[config.mk]
export PLATFORM = sky130hd
export DESIGN_NAME = mem_wb_pipe_stage
export DESIGN_NICKNAME = d
export VERILOG_FILES = /design/src/rtl/pipe_pkg.sv /design/src/rtl/pipe_skid_buffer.sv /design/src/rtl/mem_wb_pipe_stage.sv
export SDC_FILE = /design/constraint.sdc
export NUM_CORES = 1
export LEC_CHECK = 0
export ABC_AREA = 1
export CAP_MARGIN = 20
export CORE_MARGIN = 3
export CORE_UTILIZATION = 50
export CTS_CLUSTER_SIZE = 8
export DETAILED_ROUTE_END_ITERATION = 8
export GPL_TIMING_DRIVEN = 0
export PLACE_DENSITY = 0.86
export SETUP_SLACK_MARGIN = 0.15
export SLEW_MARGIN = 20
export SYNTH_ARGS = -nofsm -noshare
export SYNTH_HDL_FRONTEND = slang
export SYNTH_SLANG_ARGS = --single-unit
export TNS_END_PERCENT = 20
[constraint.sdc]
create_clock -name clk -period 2.2 [get_ports clk]
set_clock_uncertainty 0.05 [all_clocks]
set_input_delay 0.44 -clock clk [delete_from_list [all_inputs] [get_ports clk]]
set_output_delay 0.44 -clock clk [all_outputs]
set_load 0.05 [all_outputs]
[src/rtl/pipe_pkg.sv]
// Shared definitions for the pipeline-register stages (IF/ID, ID/EX, EX/MEM, MEM/WB).
package pipe_pkg;

  // Occupancy of a 2-entry skid buffer
  typedef enum logic [1:0] {
    EMPTY = 2'd0,
    ONE   = 2'd1,
    FULL  = 2'd2
  } skid_state_e;

  // Default positions of the WB control bits inside the ctrl bundle
  localparam int REGWRITE_BIT = 1;
  localparam int MEMTOREG_BIT = 0;

endpackage

[src/rtl/pipe_skid_buffer.sv]
// Generic 2-entry valid/ready skid buffer with synchronous flush.
// The main entry drives the outputs; the skid entry catches the one
// transfer that arrives while the consumer is stalling. in_ready is
// registered so there is no combinational path from out_ready to in_ready.
module pipe_skid_buffer
  import pipe_pkg::*;
#(
  parameter int PAYLOAD_W = 8
) (
  input  logic                 clk,
  input  logic                 reset,
  input  logic                 flush,
  input  logic                 in_valid,
  output logic                 in_ready,
  input  logic [PAYLOAD_W-1:0] in_payload,
  output logic                 out_valid,
  input  logic                 out_ready,
  output logic [PAYLOAD_W-1:0] out_payload
);

  skid_state_e          state_q;
  skid_state_e          state_d;
  logic                 in_ready_q;
  logic                 out_valid_q;
  logic [PAYLOAD_W-1:0] main_q;
  logic [PAYLOAD_W-1:0] skid_q;
  logic                 load_main_in;
  logic                 load_main_skid;
  logic                 load_skid;

  // Next-state and payload-load decisions; flush overrides every transfer
  always_comb begin
    state_d        = state_q;
    load_main_in   = 1'b0;
    load_main_skid = 1'b0;
    load_skid      = 1'b0;
    case (state_q)
      EMPTY: begin
        if (in_valid) begin
          state_d      = ONE;
          load_main_in = 1'b1;
        end
      end
      ONE: begin
        if (in_valid && out_ready) begin
          load_main_in = 1'b1;
        end else if (in_valid) begin
          state_d   = FULL;
          load_skid = 1'b1;
        end else if (out_ready) begin
          state_d = EMPTY;
        end
      end
      FULL: begin
        // in_ready is low here, so any offered input is simply not taken
        if (out_ready) begin
          state_d        = ONE;
          load_main_skid = 1'b1;
        end
      end
      default: begin
        state_d = EMPTY;
      end
    endcase
    if (flush) begin
      state_d        = EMPTY;
      load_main_in   = 1'b0;
      load_main_skid = 1'b0;
      load_skid      = 1'b0;
    end
  end

  // Occupancy state plus the handshake flags registered from the next state
  always_ff @(posedge clk) begin
    if (reset) begin
      state_q     <= EMPTY;
      in_ready_q  <= 1'b1;
      out_valid_q <= 1'b0;
    end else begin
      state_q     <= state_d;
      in_ready_q  <= (state_d != FULL);
      out_valid_q <= (state_d != EMPTY);
    end
  end

  // Payload entries; held unchanged unless a transfer loads them
  always_ff @(posedge clk) begin
    if (reset) begin
      main_q <= '0;
      skid_q <= '0;
    end else begin
      if (load_main_in) begin
        main_q <= in_payload;
      end else if (load_main_skid) begin
        main_q <= skid_q;
      end
      if (load_skid) begin
        skid_q <= in_payload;
      end
    end
  end

  assign in_ready    = in_ready_q;
  assign out_valid   = out_valid_q;
  assign out_payload = main_q;

endmodule

[src/rtl/mem_wb_pipe_stage.sv]
// MEM->WB pipeline register with valid/ready handshake, 2-entry skid
// buffer, synchronous flush and a forwarding tap for EX-stage bypass.
// Only the main entry is forwarded; EX stalls on the skid entry via in_ready.
module mem_wb_pipe_stage
  import pipe_pkg::*;
#(
  parameter int DATA_W       = 32,
  parameter int REG_W        = 5,
  parameter int CTRL_W       = 2,
  parameter int REGWRITE_BIT = pipe_pkg::REGWRITE_BIT,
  parameter int MEMTOREG_BIT = pipe_pkg::MEMTOREG_BIT
) (
  input  logic              clk,
  input  logic              reset,
  input  logic              flush,
  input  logic              in_valid,
  output logic              in_ready,
  input  logic [CTRL_W-1:0] in_ctrl_wb,
  input  logic [DATA_W-1:0] in_read_data,
  input  logic [DATA_W-1:0] in_alu_result,
  input  logic [REG_W-1:0]  in_write_reg,
  output logic              out_valid,
  input  logic              out_ready,
  output logic [CTRL_W-1:0] out_ctrl_wb,
  output logic [DATA_W-1:0] out_read_data,
  output logic [DATA_W-1:0] out_alu_result,
  output logic [REG_W-1:0]  out_write_reg,
  output logic              fwd_valid,
  output logic [REG_W-1:0]  fwd_reg,
  output logic [DATA_W-1:0] fwd_data
);

  localparam int PAYLOAD_W = CTRL_W + 2 * DATA_W + REG_W;

  logic [PAYLOAD_W-1:0] in_payload;
  logic [PAYLOAD_W-1:0] held_payload;
  logic [CTRL_W-1:0]    held_ctrl;
  logic [CTRL_W-1:0]    gated_ctrl;

  assign in_payload = {in_ctrl_wb, in_read_data, in_alu_result, in_write_reg};

  pipe_skid_buffer #(
    .PAYLOAD_W(PAYLOAD_W)
  ) u_skid (
    .clk        (clk),
    .reset      (reset),
    .flush      (flush),
    .in_valid   (in_valid),
    .in_ready   (in_ready),
    .in_payload (in_payload),
    .out_valid  (out_valid),
    .out_ready  (out_ready),
    .out_payload(held_payload)
  );

  assign {held_ctrl, out_read_data, out_alu_result, out_write_reg} = held_payload;

  // Bubbles carry an all-zero ctrl bundle so they can never write the register file
  always_comb begin
    gated_ctrl = out_valid ? held_ctrl : '0;
  end

  // Forwarding tap: r0 is never forwarded, data width is passed through unextended
  always_comb begin
    fwd_valid = gated_ctrl[REGWRITE_BIT] && (out_write_reg != '0);
    fwd_data  = gated_ctrl[MEMTOREG_BIT] ? out_read_data : out_alu_result;
  end

  assign out_ctrl_wb = gated_ctrl;
  assign fwd_reg     = out_write_reg;

endmodule

* Word-level counts from Yosys, hierarchy flattened
Index checks and enable logic that the tools add are counted.
** Storage, ports and cells
- Register bits :: 146
- Output and inout bits :: 111
- Bits in latches :: 0
- Word-level logic and storage cells :: 35
- Input bits :: 76
- Memories kept :: 0
- ROM bits :: 0
- Memory bits (writable) :: 0
** Operators by class
- Multiplexer cells :: 21
- $add $sub $neg :: 0
- Magnitude comparators :: 0
- $mul :: 0
- Shift operators :: 0
- Equality and inequality tests :: 3
- Reductions and logical operators :: 6
- Div/mod/pow operators :: 0
- Bitwise gates (word level) :: 0
** Operators with widths (count)
- two-way mux 71 bit :: 2
- two-way mux 32 bit :: 1
- two-way mux 2 bit :: 7
- two-way mux 1 bit :: 9
- case mux 2 bit (3 select lines) :: 1
- nonzero test 5 bit :: 1
- nonzero test 2 bit :: 2
- equality test 2 x 1 -> 1 bit, second input constant :: 1
- equality test 2 bit, second input constant :: 1
- logical AND 1 bit :: 2
- logical NOT 2 bit :: 1
- inequality test 2 bit, second input constant :: 1
- case mux 1 bit (2 select lines) :: 1

* Logic depth before layout (Yosys ltp)
- Word-level depth :: 6
- Gate-level depth with buffers :: 10
- Mapped depth without buffers :: 8

* Modules after synthesis
Synthesis repeated with hierarchy kept, for this count alone.
** Second synthesis, totals
- Cell total of the unflattened synthesis :: 1105
- Area, all modules :: 7403.4 µm²
** By module, submodules not included
- pipe_skid_buffer :: area each 6879.1 µm², cells an instance 988, seq. area each 2922.8 µm², times used 1
- mem_wb_pipe_stage :: area each 524.3 µm², cells an instance 117, seq. area each 0.0 µm², times used 1

* Least setup slack after synthesis
OpenSTA, ideal clock, no wires.
- Path kind :: register to output
- Start :: register u_skid.out_valid_q, in the netlist u_skid.out_valid
- End :: output fwd_data[0]
- Required time :: 1.710 ns
- Cell stages (with the launch flop) :: 4
- Buffers on the path :: 1
- Path slack :: -0.524 ns
- Arrival time :: 2.234 ns
- Path through :: dfxtp_1 > nand2_1 > clkbuf_1 > o21ai_0
** On the way
- Cells in the longest elaborated chain, start to end :: 2
** Ends and longest elaborated chain
- start: declaration :: line pipe_skid_buffer.sv:24 : logic out_valid_q;
- start signal: assignment :: line pipe_skid_buffer.sv:82 : out_valid_q <= (state_d != EMPTY);
- two-way mux 2 bit :: line mem_wb_pipe_stage.sv:60 : gated_ctrl = out_valid ? held_ctrl : '0;
- two-way mux 32 bit :: line mem_wb_pipe_stage.sv:66 : fwd_data = gated_ctrl[MEMTOREG_BIT] ? out_read_data : out_alu_result;
- end: declaration :: line mem_wb_pipe_stage.sv:30 : output logic [DATA_W-1:0] fwd_data
Every way passes these cells.

* Worst setup path in the final report
- Start :: register u_skid.out_valid_q, in the netlist u_skid.out_valid
- End :: output fwd_data[26]
Same word-level chain as after synthesis.

==> impl_results.md <==
- Outcome: finished, final reports clean
- GPL Wtd Cong: between 0.9 and 1
- RSZ-0062 raised after global routing: true
- Delay-heaviest family, CP: buffers and inverters
- Critical Path RT: between 1500 and 2000 ps
- Worst IR Drop VDD: between 0.5 and 0.6 mV
- FF+latch count, synth: about 150
- Clk sink count: ~150
- Cts hold-fix bufs: 0
- Largest net degree at the start of global routing: 17
- Area of the multi-input gates: between 3000 and 4000 um2
- Power, Total: slightly above 7 mW
- Syn Area/Cell: 6.46 um2
- Initial DRC count: roughly 1,000
- Yosys warns: 0
- Initial Util: 0.513
- Post-route ant nets: 0
- Tcrit/Tclk final: 0.934
- Power Density: about 700 nW/um2
- Final HPWL DP: about 18,000 um
- Nets: around 1,500
- Synthesized Nets: 1,286
- CP Cell Sequence: nand2_4, clkbuf_8, nand2_1, o21ai_4, buf_4
- P_leak: around 5.4 nW
- Post-Route WL: roughly 24,000 um
- Layout cell share with drive strength beyond 1: 0.209
- Row cnt: 45
- Slew Limit Fails: 0
- Vias per cell: around 5
- Ant diodes: 0
- CTS tree: yes
- Vias in the first global route: 7,748
- Total CTS buffers: 17
- Minimum clock period: between 2000 and 2500 ps
- Clock Latency Late Sink: about 420 ps
- Die area: around 17,000 um2
- 1st-pass router iterations: 6
- Slowest-stage cell, CP: dfxtp_2
- Critical Path Max Stage Delay: ~350 ps
- Hold slack: between 400 and 500 ps
- Register area: a little under 3000 um2
- CTS clock-pin slew for the worst setup and hold paths: ~60 ps
- Root Driver: clkbuf_16
- DRC errors left: 0
- Crit end category: output port
- Port Buffers: between 150 and 200
- Area Growth Syn to Fin: 36.4%
- Most frequent cells in the layout: 320 x nand2_1, 183 x buf_4, 161 x inv_1
- Die W: roughly 130 um
- Hold Crit Class: flip-flop to flip-flop
- Postcts setup bufs: 0
- WL per Instance: approximately 15 um
- Register area share after synthesis: 0.374
- Initial antenna violation count: 0
- CTS Buffer Depth: 2
- Buf/Inv on CP: 2
- Share of Yosys cell area claimed by the top area cell type: 0.374
- Core ar.: between 15,000 and 20,000 um2
- Cell taking the most area after synthesis: dfxtp_1
- Setup CP Type: flip-flop to output port
- Mapped Cells: between 1,000 and 1,500
- Crit-path max FO: 10
- Fill count: ~1,300
- Area contributors post-synth: dfxtp_1 37%, nand2_1 15%, inv_1 7.7%
- CP startpoint kind: flip-flop
- Final setup violation count: 0
- First-pass GRT wire length: 37,600 um
- Critical path arrival: around 1600 ps
- Fmax: between 0.4 and 0.5 GHz
- Overflow after GRT: 0
- Via count: 8,372
- Number of hold violations in the final report: 0
- Max-cap viol count: 0
- Die height: between 100 and 150 um
- Slew Limit Headroom: 0.613
- Mapped Area: 7820 um2
- Leading cell type in the layout, fill and taps excluded: nand2_1
- Ports: between 150 and 200
- Actual slew at the worst max-slew pin: around 580 ps
- CTS H-Tree Depth: 4
- Unique masters post-synth: 21
- Total Routing Usage GR: 0.279
## final timing paths
path | start | end | slack (ps) | cells past startpoint
max reg2reg | u_skid.state_q[1] | u_skid.out_payload[10] | 350 | 7
max | u_skid.out_valid | fwd_data[26] | 150 | 5
min | u_skid.skid_q[1] | u_skid.skid_q[1] | 400 | 2
min reg2reg | u_skid.skid_q[1] | u_skid.skid_q[1] | 400 | 2
## synth_stat cells (all sizes together)
master / number
a21oi: 47
buf: 122
clkbuf: 30
clkinv: 1
dfxtp: 146
inv: 162
nand2: 322
nand3: 89
nand3b: 58
nand4: 3
nor2: 125
o21ai: 103
o31ai: 1
or2: 1
## layout make-up
| cell class | count | share of cell area |
|---|---|---|
| multi-input cells | 749 | 0.350 |
| clock buffers | 25 | 0.0446 |
| inverters | 163 | 0.0573 |
| flip-flops and latches | 146 | 0.274 |
| clock inverters | 6 | 0.00751 |
| plain buffers | 152 | 0.0925 |
| well taps | 211 | 0.0247 |
| repair buffers | 186 | 0.149 |
## cells by family after synthesis
kind of cell,synth area share
and+or+nand+nor,0.334
DFF,0.374
AOI/OAI and AO/OA,0.0970
buffers and inverters,0.195
## through the flow
step                area, um2  std cells  TNS (ps)   util  worst slack (ps)
detailed placement      10300       1607    -41120  0.675              -564
floorplan                8170       1210         0      -               259
finish                  10700       1638         0  0.699               146
CTS                     10700       1638         0  0.699               142
global route            10700       1638         0  0.699               100
global placement        10300       1607    -39530  0.675              -573
## registers in the layout (all words and copies together) (netlist names)
name and flops:
u_skid.out_valid 1, u_skid.state_q 2, u_skid.skid_q 71, u_skid.in_ready 1, u_skid.out_payload 71
## per-layer routing
layer,vias to the layer above,GRT usage,part of all wire
met4,0,0.122,0.033
met3,63,0.0515,0.089
met1,3842,0.351,0.40
li1,4064,-,-
met2,403,0.467,0.47
met5,-,0,0
## what timing repair did
action / CTS / global route
gates cloned: 0 / 0
resized for setup: 294 / 5
setup endpoints to repair: 179 / 64
## power by group
| group | switching (mW) | internal (mW) | total, mW | leakage, nW |
|---|---|---|---|---|
| combinational | 1.03 | 0.619 | 1.65 | 3.94 |
| clock | 1.08 | 1.72 | 2.80 | 0.275 |
| sequential | 0.0747 | 2.75 | 2.83 | 1.19 |
## worst min-delay path, cell delays in order, from the launching register on
cell     delay, ps
dfxtp_1        300
inv_1           60
a21oi_1         50
Power figures use the tool's default switching activity.
